===== config.mk =====
export PLATFORM = sky130hd
export DESIGN_NAME = bus_arbiter
export DESIGN_NICKNAME = d
export VERILOG_FILES = /design/src/rtl/bus_arbiter.sv
export SDC_FILE = /design/constraint.sdc
export NUM_CORES = 1
export LEC_CHECK = 0
export ABC_AREA = 1
export BUFFER_PORTS_ARGS = -buffer_cell sky130_fd_sc_hd__buf_4
export CORE_ASPECT_RATIO = 0.75
export CORE_MARGIN = 4
export CORE_UTILIZATION = 46
export CTS_CLUSTER_DIAMETER = 80
export CTS_CLUSTER_SIZE = 16
export DETAILED_ROUTE_END_ITERATION = 12
export PLACE_DENSITY = 0.86
export SKIP_CTS_REPAIR_TIMING = 1
export SLEW_MARGIN = 25
export SYNTH_ARGS = -nofsm -noshare
export SYNTH_HDL_FRONTEND = slang
export SYNTH_SLANG_ARGS = --single-unit

===== constraint.sdc =====
create_clock -name clk -period 2.1 [get_ports clk]
set_clock_uncertainty 0.1 [all_clocks]
set_input_delay 0.105 -clock clk [delete_from_list [all_inputs] [get_ports clk]]
set_output_delay 0.105 -clock clk [all_outputs]
set_load 0.05 [all_outputs]

===== src/rtl/bus_arbiter.sv =====
// bus_arbiter: two-port arbiter feeding one downstream bus-controller master port.
// A granted transfer is latched and issued, then completion data is returned to the owner
// together with a one-cycle done pulse. A stuck WAIT phase ends with an ERROR response.
//
// state   | meaning
// --------+----------------------------------------------------------------
// S_IDLE  | no transfer; picks a winner when a req is high and no done is pending
// S_ISSUE | bus_start high with latched command, waiting for bus_ready
// S_WAIT  | waiting for completion (bus_ready) or the WAIT-cycle timeout
module bus_arbiter #(
    parameter int RR_ENABLE = 1,
    parameter int TIMEOUT   = 16
) (
    input  logic        clk,
    input  logic        rst,
    input  logic        m0_req,
    input  logic        m1_req,
    input  logic        m0_write,
    input  logic        m1_write,
    input  logic [31:0] m0_addr,
    input  logic [31:0] m1_addr,
    input  logic [31:0] m0_wdata,
    input  logic [31:0] m1_wdata,
    output logic [31:0] m0_rdata,
    output logic [31:0] m1_rdata,
    output logic        m0_resp,
    output logic        m1_resp,
    output logic        m0_done,
    output logic        m1_done,
    output logic        bus_start,
    output logic        bus_write,
    output logic [31:0] bus_address,
    output logic [31:0] bus_write_data,
    input  logic [31:0] bus_read_data,
    input  logic        bus_response,
    input  logic        bus_ready,
    output logic        owner
);

    localparam int CW = (TIMEOUT > 1) ? $clog2(TIMEOUT) : 1;
    localparam logic [CW-1:0] WAIT_LAST = CW'(TIMEOUT - 1);

    typedef enum logic [1:0] {
        S_IDLE  = 2'd0,
        S_ISSUE = 2'd1,
        S_WAIT  = 2'd2
    } state_t;

    state_t        state_q;
    logic          bus_start_q;
    logic          bus_write_q;
    logic [31:0]   bus_address_q;
    logic [31:0]   bus_write_data_q;
    logic [31:0]   m0_rdata_q;
    logic [31:0]   m1_rdata_q;
    logic          m0_resp_q;
    logic          m1_resp_q;
    logic          m0_done_q;
    logic          m1_done_q;
    logic          owner_q;
    logic          last_served_q;
    logic [CW-1:0] wait_cnt_q;

    logic          grant_d;
    logic          sel_write_d;
    logic [31:0]   sel_addr_d;
    logic [31:0]   sel_wdata_d;
    logic          timed_out_d;
    logic [31:0]   end_rdata_d;
    logic          end_resp_d;

    // Winner selection and the command fields belonging to the winner.
    always_comb begin
        grant_d = ~m0_req;
        if ((RR_ENABLE != 0) && m0_req && m1_req) begin
            grant_d = ~last_served_q;
        end
        sel_write_d = grant_d ? m1_write : m0_write;
        sel_addr_d  = grant_d ? m1_addr  : m0_addr;
        sel_wdata_d = grant_d ? m1_wdata : m0_wdata;
    end

    // Completion payload: bus data on a real completion, ERROR with zero data on timeout.
    always_comb begin
        timed_out_d = (wait_cnt_q == WAIT_LAST) && !bus_ready;
        end_rdata_d = bus_ready ? bus_read_data : 32'h0;
        end_resp_d  = bus_ready ? bus_response  : 1'b1;
    end

    // Arbitration FSM with registered bus command and requester completion outputs.
    always_ff @(posedge clk or negedge rst) begin
        if (!rst) begin
            state_q          <= S_IDLE;
            bus_start_q      <= 1'b0;
            bus_write_q      <= 1'b0;
            bus_address_q    <= 32'h0;
            bus_write_data_q <= 32'h0;
            m0_rdata_q       <= 32'h0;
            m1_rdata_q       <= 32'h0;
            m0_resp_q        <= 1'b0;
            m1_resp_q        <= 1'b0;
            m0_done_q        <= 1'b0;
            m1_done_q        <= 1'b0;
            owner_q          <= 1'b0;
            last_served_q    <= 1'b1;
            wait_cnt_q       <= '0;
        end else begin
            m0_done_q <= 1'b0;
            m1_done_q <= 1'b0;
            case (state_q)
                S_IDLE: begin
                    // The done cycle is itself an IDLE cycle; skipping selection there
                    // guarantees the one-cycle gap between grants.
                    if ((m0_req || m1_req) && !m0_done_q && !m1_done_q) begin
                        owner_q          <= grant_d;
                        bus_write_q      <= sel_write_d;
                        bus_address_q    <= sel_addr_d;
                        bus_write_data_q <= sel_wdata_d;
                        bus_start_q      <= 1'b1;
                        state_q          <= S_ISSUE;
                    end
                end
                S_ISSUE: begin
                    if (bus_ready) begin
                        bus_start_q <= 1'b0;
                        wait_cnt_q  <= '0;
                        state_q     <= S_WAIT;
                    end
                end
                S_WAIT: begin
                    if (bus_ready || timed_out_d) begin
                        if (owner_q) begin
                            m1_rdata_q <= end_rdata_d;
                            m1_resp_q  <= end_resp_d;
                            m1_done_q  <= 1'b1;
                        end else begin
                            m0_rdata_q <= end_rdata_d;
                            m0_resp_q  <= end_resp_d;
                            m0_done_q  <= 1'b1;
                        end
                        last_served_q <= owner_q;
                        state_q       <= S_IDLE;
                    end else begin
                        wait_cnt_q <= wait_cnt_q + 1'b1;
                    end
                end
                default: begin
                    bus_start_q <= 1'b0;
                    state_q     <= S_IDLE;
                end
            endcase
        end
    end

    assign bus_start      = bus_start_q;
    assign bus_write      = bus_write_q;
    assign bus_address    = bus_address_q;
    assign bus_write_data = bus_write_data_q;
    assign m0_rdata       = m0_rdata_q;
    assign m1_rdata       = m1_rdata_q;
    assign m0_resp        = m0_resp_q;
    assign m1_resp        = m1_resp_q;
    assign m0_done        = m0_done_q;
    assign m1_done        = m1_done_q;
    assign owner          = owner_q;

endmodule


* Yosys cells after proc, flatten, opt, wreduce, memory -nomap -nowiden
Cells that the tools add are included.
** Word-level totals
- Word-level logic and storage cells :: 66
- Input port bits :: 168
- Register bits after elaboration :: 142
- Output and inout bits :: 135
** Operators by class
- Bitwise operators :: 4
- Eq/ne operators :: 7
- Add/sub/neg operators :: 1
- Reduce and logical (&&, ||, !) cells :: 18
- Multiplexer cells :: 22
** Operators with widths (number)
- 32-bit two-way mux :: 3
- 3-bit AND reduction :: 5
- 1-bit two-way mux :: 11
- 4-bit two-way mux :: 2
- 2-bit inequality test, second input constant :: 4
- 4-bit one-hot mux with 2 select lines :: 1
- 2-bit two-way mux :: 3
- 2-bit one-hot mux with 3 select lines :: 1
- 4-bit by 1-bit adder with 4-bit output, second input constant :: 1
- 4-bit equality test, second input constant :: 1
- 1-bit logical AND :: 4
- 1-bit inverter :: 4
- 2-bit AND reduction :: 2
- 1-bit zero test :: 3
- 1-bit one-hot mux with 3 select lines :: 1
- 2-bit by 1-bit equality test with 1-bit output, second input constant :: 1
- 2-bit equality test, second input constant :: 1
- 2-bit zero test :: 1
- 1-bit logical OR :: 2
- 2-bit nonzero test :: 1

* Longest topological paths before layout
- Word-level depth :: 5
- Mapped depth :: 10
- Gate-level depth less buffers :: 8

* Worst setup path after synthesis
OpenSTA, ideal clock, no wires.
- Path type :: register -> register
- Start :: register m0_done_q, in the netlist m0_done
- End :: register bus_address_q[13], in the netlist bus_address[13]
- Required time :: 1882 ps
- Data arrival time :: 1323 ps
- Slack :: 559 ps
- Cell stages (with the launch flop) :: 7
- Cell sequence :: dfrtp_1 nor3_1 nand2_1 buf_2 buf_4 nand2_1 nand2_1
** Between the ends
- Longest elaborated chain between the ends :: 4
** Ends and longest elaborated chain
- start, declared :: RTL line 58 : logic m0_done_q;
- start signal, assigned :: RTL line 102 : m0_done_q <= 1'b0;
- start signal, assigned :: RTL line 108 : m0_done_q <= 1'b0;
- start signal, assigned :: RTL line 139 : m0_done_q <= 1'b1;
- 1-bit zero test :: RTL line 114 : if ((m0_req || m1_req) && !m0_done_q && !m1_done_q) begin
- 1-bit logical AND (2 in a row) :: RTL line 114
- 2-bit AND reduction (no source line)
- end signal, assigned :: RTL line 117 : bus_address_q <= sel_addr_d;
- end, declared :: RTL line 52 : logic [31:0] bus_address_q;
No other way between the ends.
A chain may end at the register's enable or synchronous reset.

* Worst setup path in the final report
- Start :: register last_served_q
- End :: register bus_address_q[11], in the netlist bus_address[11]
** Between the ends
- Longest elaborated chain between the ends :: 3
** Ends and longest elaborated chain
- start, declared :: RTL line 61 : logic last_served_q;
- start signal, assigned :: RTL line 141 : last_served_q <= owner_q;
- 1-bit inverter :: RTL line 76 : grant_d = ~last_served_q;
- 1-bit two-way mux :: RTL line 75 : if ((RR_ENABLE != 0) && m0_req && m1_req) begin
- 32-bit two-way mux :: RTL line 79 : sel_addr_d = grant_d ? m1_addr : m0_addr;
No other way between the ends.

==> results.toml <==
[status]
status = "finished, violations left"
violations = "hold timing"

[die]
die_w_um = 142.7
dieArea_sq_um = 15560
initial_core_util = 0.4759
coreArea_sq_um = 13150
ios = 303
dieHeight_um = 109.0
fp-row-count = 36

[drt]
vias_per_cell = 5.280
wire_per_inst_um = 18.22
drcViolationCount = 0
drt_first_pass_iters = 7
drt_iter0_markers = 592
ant_nets = 0
dr_total_vias = 7603
routed_wl_um = 26240

[clocking]
cts_made_buffers = 17
cts_tree = "yes"
clock_path_buffers = 2
cts.sinks = 142
clkTransAtPathRegs_ns = 0.07
insertion_delay_ns = 0.40
clock-root-buffer = "clkbuf_16"
htreeDepth = 4

[logic_synthesis]
synth_cell_types = 23
avgSynthCellArea_sq_um = 7.805
ys_warn_count = 0
synth_common_cells = "nand2_1, dfrtp_1, o21ai_1, clkbuf_1, buf_2"
synth_nets = 971
synth_area_sq_um = 6260
yosys-top-cells-area = "dfrtp_1, nand2_1, o21ai_1"
synth_edf_count = 0
synth-async-reset-ratio = 1.000
yosysMostFrequentCell = "nand2_1"
synth_top_area_frac = 0.5637
yosysSeqAreaShare = 0.5679
synth_largest_area_cell = "dfrtp_1"
synth_seq_cells = 142
syn-instance-count = 802
ys.flop_type = "dfrtp_1"

[sta]
setup_viol = 0
hold_viol_final = 2
worst_slack_ns = 0.1877
timing.slew.headroom = 0.5775
max_freq_mhz = 522.9
tightest_slew_ns = 0.6337
period_share = 0.9106
period_needed_ns = 1.912
slew_violations = 0
holdWs_ns = -0.05511

[global_route]
grt_pass1_wl_um = 29660
grt.total_usage = 0.2419
grt_max_degree = 68
overflow = 0
grt_pass1_vias = 5900
antenna_found_initial = 1

[setup_path]
arrival_ns = 2.16
rr_startpoint = "last_served_q"
slowest_stage = "dfstp_2"
crit_buf_inv = 3
cpLargestDelayFamily = "simple AND/OR/NAND/NOR gates"
cp.depth = 9
max_stage_delay_ns = 0.53
crit_type = "flip-flop to flip-flop"
critPathCaptureType = "flip-flop"
ff2ff_setup_slack_ns = 0.19
r2r_end = "bus_address[11]"
cp_common_cell = "nand2_1"
cp_max_fo = 46
reg2reg_depth = 9
cp_data_required_time_ns = 2.35
path_cells = "inv_1 > nand2_1 > nand2_2 > inv_2 > buf_12 > nand2_1 > nand2_1 > nand2_1 > nand2_1"
cp-start-kind = "flip-flop"

[final_layout]
nNetsFinal = 1421
fin_cells = 1440
drive_gt1_frac = 0.2830
nFillCells = 719
syn_to_final_growth_pct = 73.97

[power_and_ir_drop]
peakVddDrop_mv = 1.125
seq_power_share = 0.275
p_sw_mw = 8.950
p_leak_nw = 5.921
clockPowerShare = 0.171
p_total_mw = 17.29
swShare = 0.5177
powerDensity_nw_per_um2 = 1587
pwr-share-comb = 0.554
internal_power_mw = 8.339

[place]
dp_hpwl_um = 14180
place_congestion = 0.8257
placed_cells = 1241
preCtsSetupSlack_ns = 0.3209
io_buffers = 302

[hold_path]
hp-class = "primary input to flip-flop"
hold_depth = 5
min_to = "bus_address[16]"
hp-start = "m1_addr[16]"

[run]
drv_cap = 0
-- power groups by stage --
stage	clock network, mW	logic [mW]	registers (mW)
after global routing	3.13	10.1	4.87
after global placement	0	8.94	4.66
after floorplan	0	2.13	8.63
after CTS	2.97	9.13	4.67
final	2.96	9.58	4.75
after detailed placement	0	9.11	4.68
-- stage by stage --
stage | utilization | TNS (ns) | cell area, sq um
after floorplan | - | 0 | 6260
after global placement | 0.6590 | 0 | 8667
after detailed placement | 0.6590 | 0 | 8667
after CTS | 0.7032 | 0 | 9249
after global routing | 0.8274 | -0.04956 | 10880
final | 0.8280 | 0 | 10890
-- worst min-delay path, delay by kind of cell --
| family | cells | cell delay [ns] |
|---|---|---|
| and+or+nand+nor | 4 | 0.23 |
| buffers and inverters | 1 | 0.08 |
-- registers in the layout (all words and copies together) (netlist names) --
signal and cells:
m0_rdata 32, wait_cnt_q 4, owner 1, m0_done 1
m0_resp 1, last_served_q 1, state_q 2, bus_address 32
m1_rdata 32, m1_resp 1, bus_start 1, m1_done 1
bus_write 1, bus_write_data 32
-- logic make-up after synthesis --
kind of cell    after synthesis  share of synthesized area
buf+inv                      62                    0.05017
compound gates               74                    0.05996
fa+ha+maj                     1                   0.001998
flops                       142                     0.5679
simple gates                523                     0.3200
-- layer usage --
metal / global-route usage / share of wire / vias up
met5: 0 / 0 / -
met4: 0.08412 / 0.061 / 0
met3: 0.06138 / 0.093 / 171
met2: 0.4112 / 0.50 / 540
met1: 0.3026 / 0.35 / 3514
li1: - / - / 3378
-- placed cells by master (no fill, tap or decap), types with 6 or more instances in the layout --
| cell type | n |
|---|---|
| buf_4 | 307 |
| nand3_1 | 8 |
| dfrtp_1 | 141 |
| buf_12 | 6 |
| dlygate4sd3_1 | 163 |
| clkbuf_16 | 17 |
| o21ai_1 | 61 |
| nand2_1 | 501 |
| inv_1 | 12 |
| o21ai_0 | 9 |
-- worst max path at each step --
| stage | slack (ns) | end | start |
|---|---|---|---|
| floorplan | 0.56 | bus_address[13] | m0_done |
| global placement | 0.37 | bus_address[5] | last_served_q |
| detailed placement | 0.32 | m1_rdata[30] | wait_cnt_q[0] |
| CTS | 0.31 | m1_rdata[23] | wait_cnt_q[0] |
| global route | -0.05 | bus_address[11] | last_served_q |
| finish | 0.19 | bus_address[11] | last_served_q |
-- area by class of cell --
type | instances | area (sq um) | share of cell area
antenna | 4 | 10.01 | 0.0009191
clock buffer | 18 | 439.2 | 0.04033
clock inverter | 14 | 142.6 | 0.01310
inverter | 16 | 60.06 | 0.005515
multi-input combinational | 598 | 2402 | 0.2206
sequential | 142 | 3555 | 0.3264
tap | 171 | 214.0 | 0.01965
timing repair buffer | 477 | 4068 | 0.3735
(Power assumes the default switching activity.)
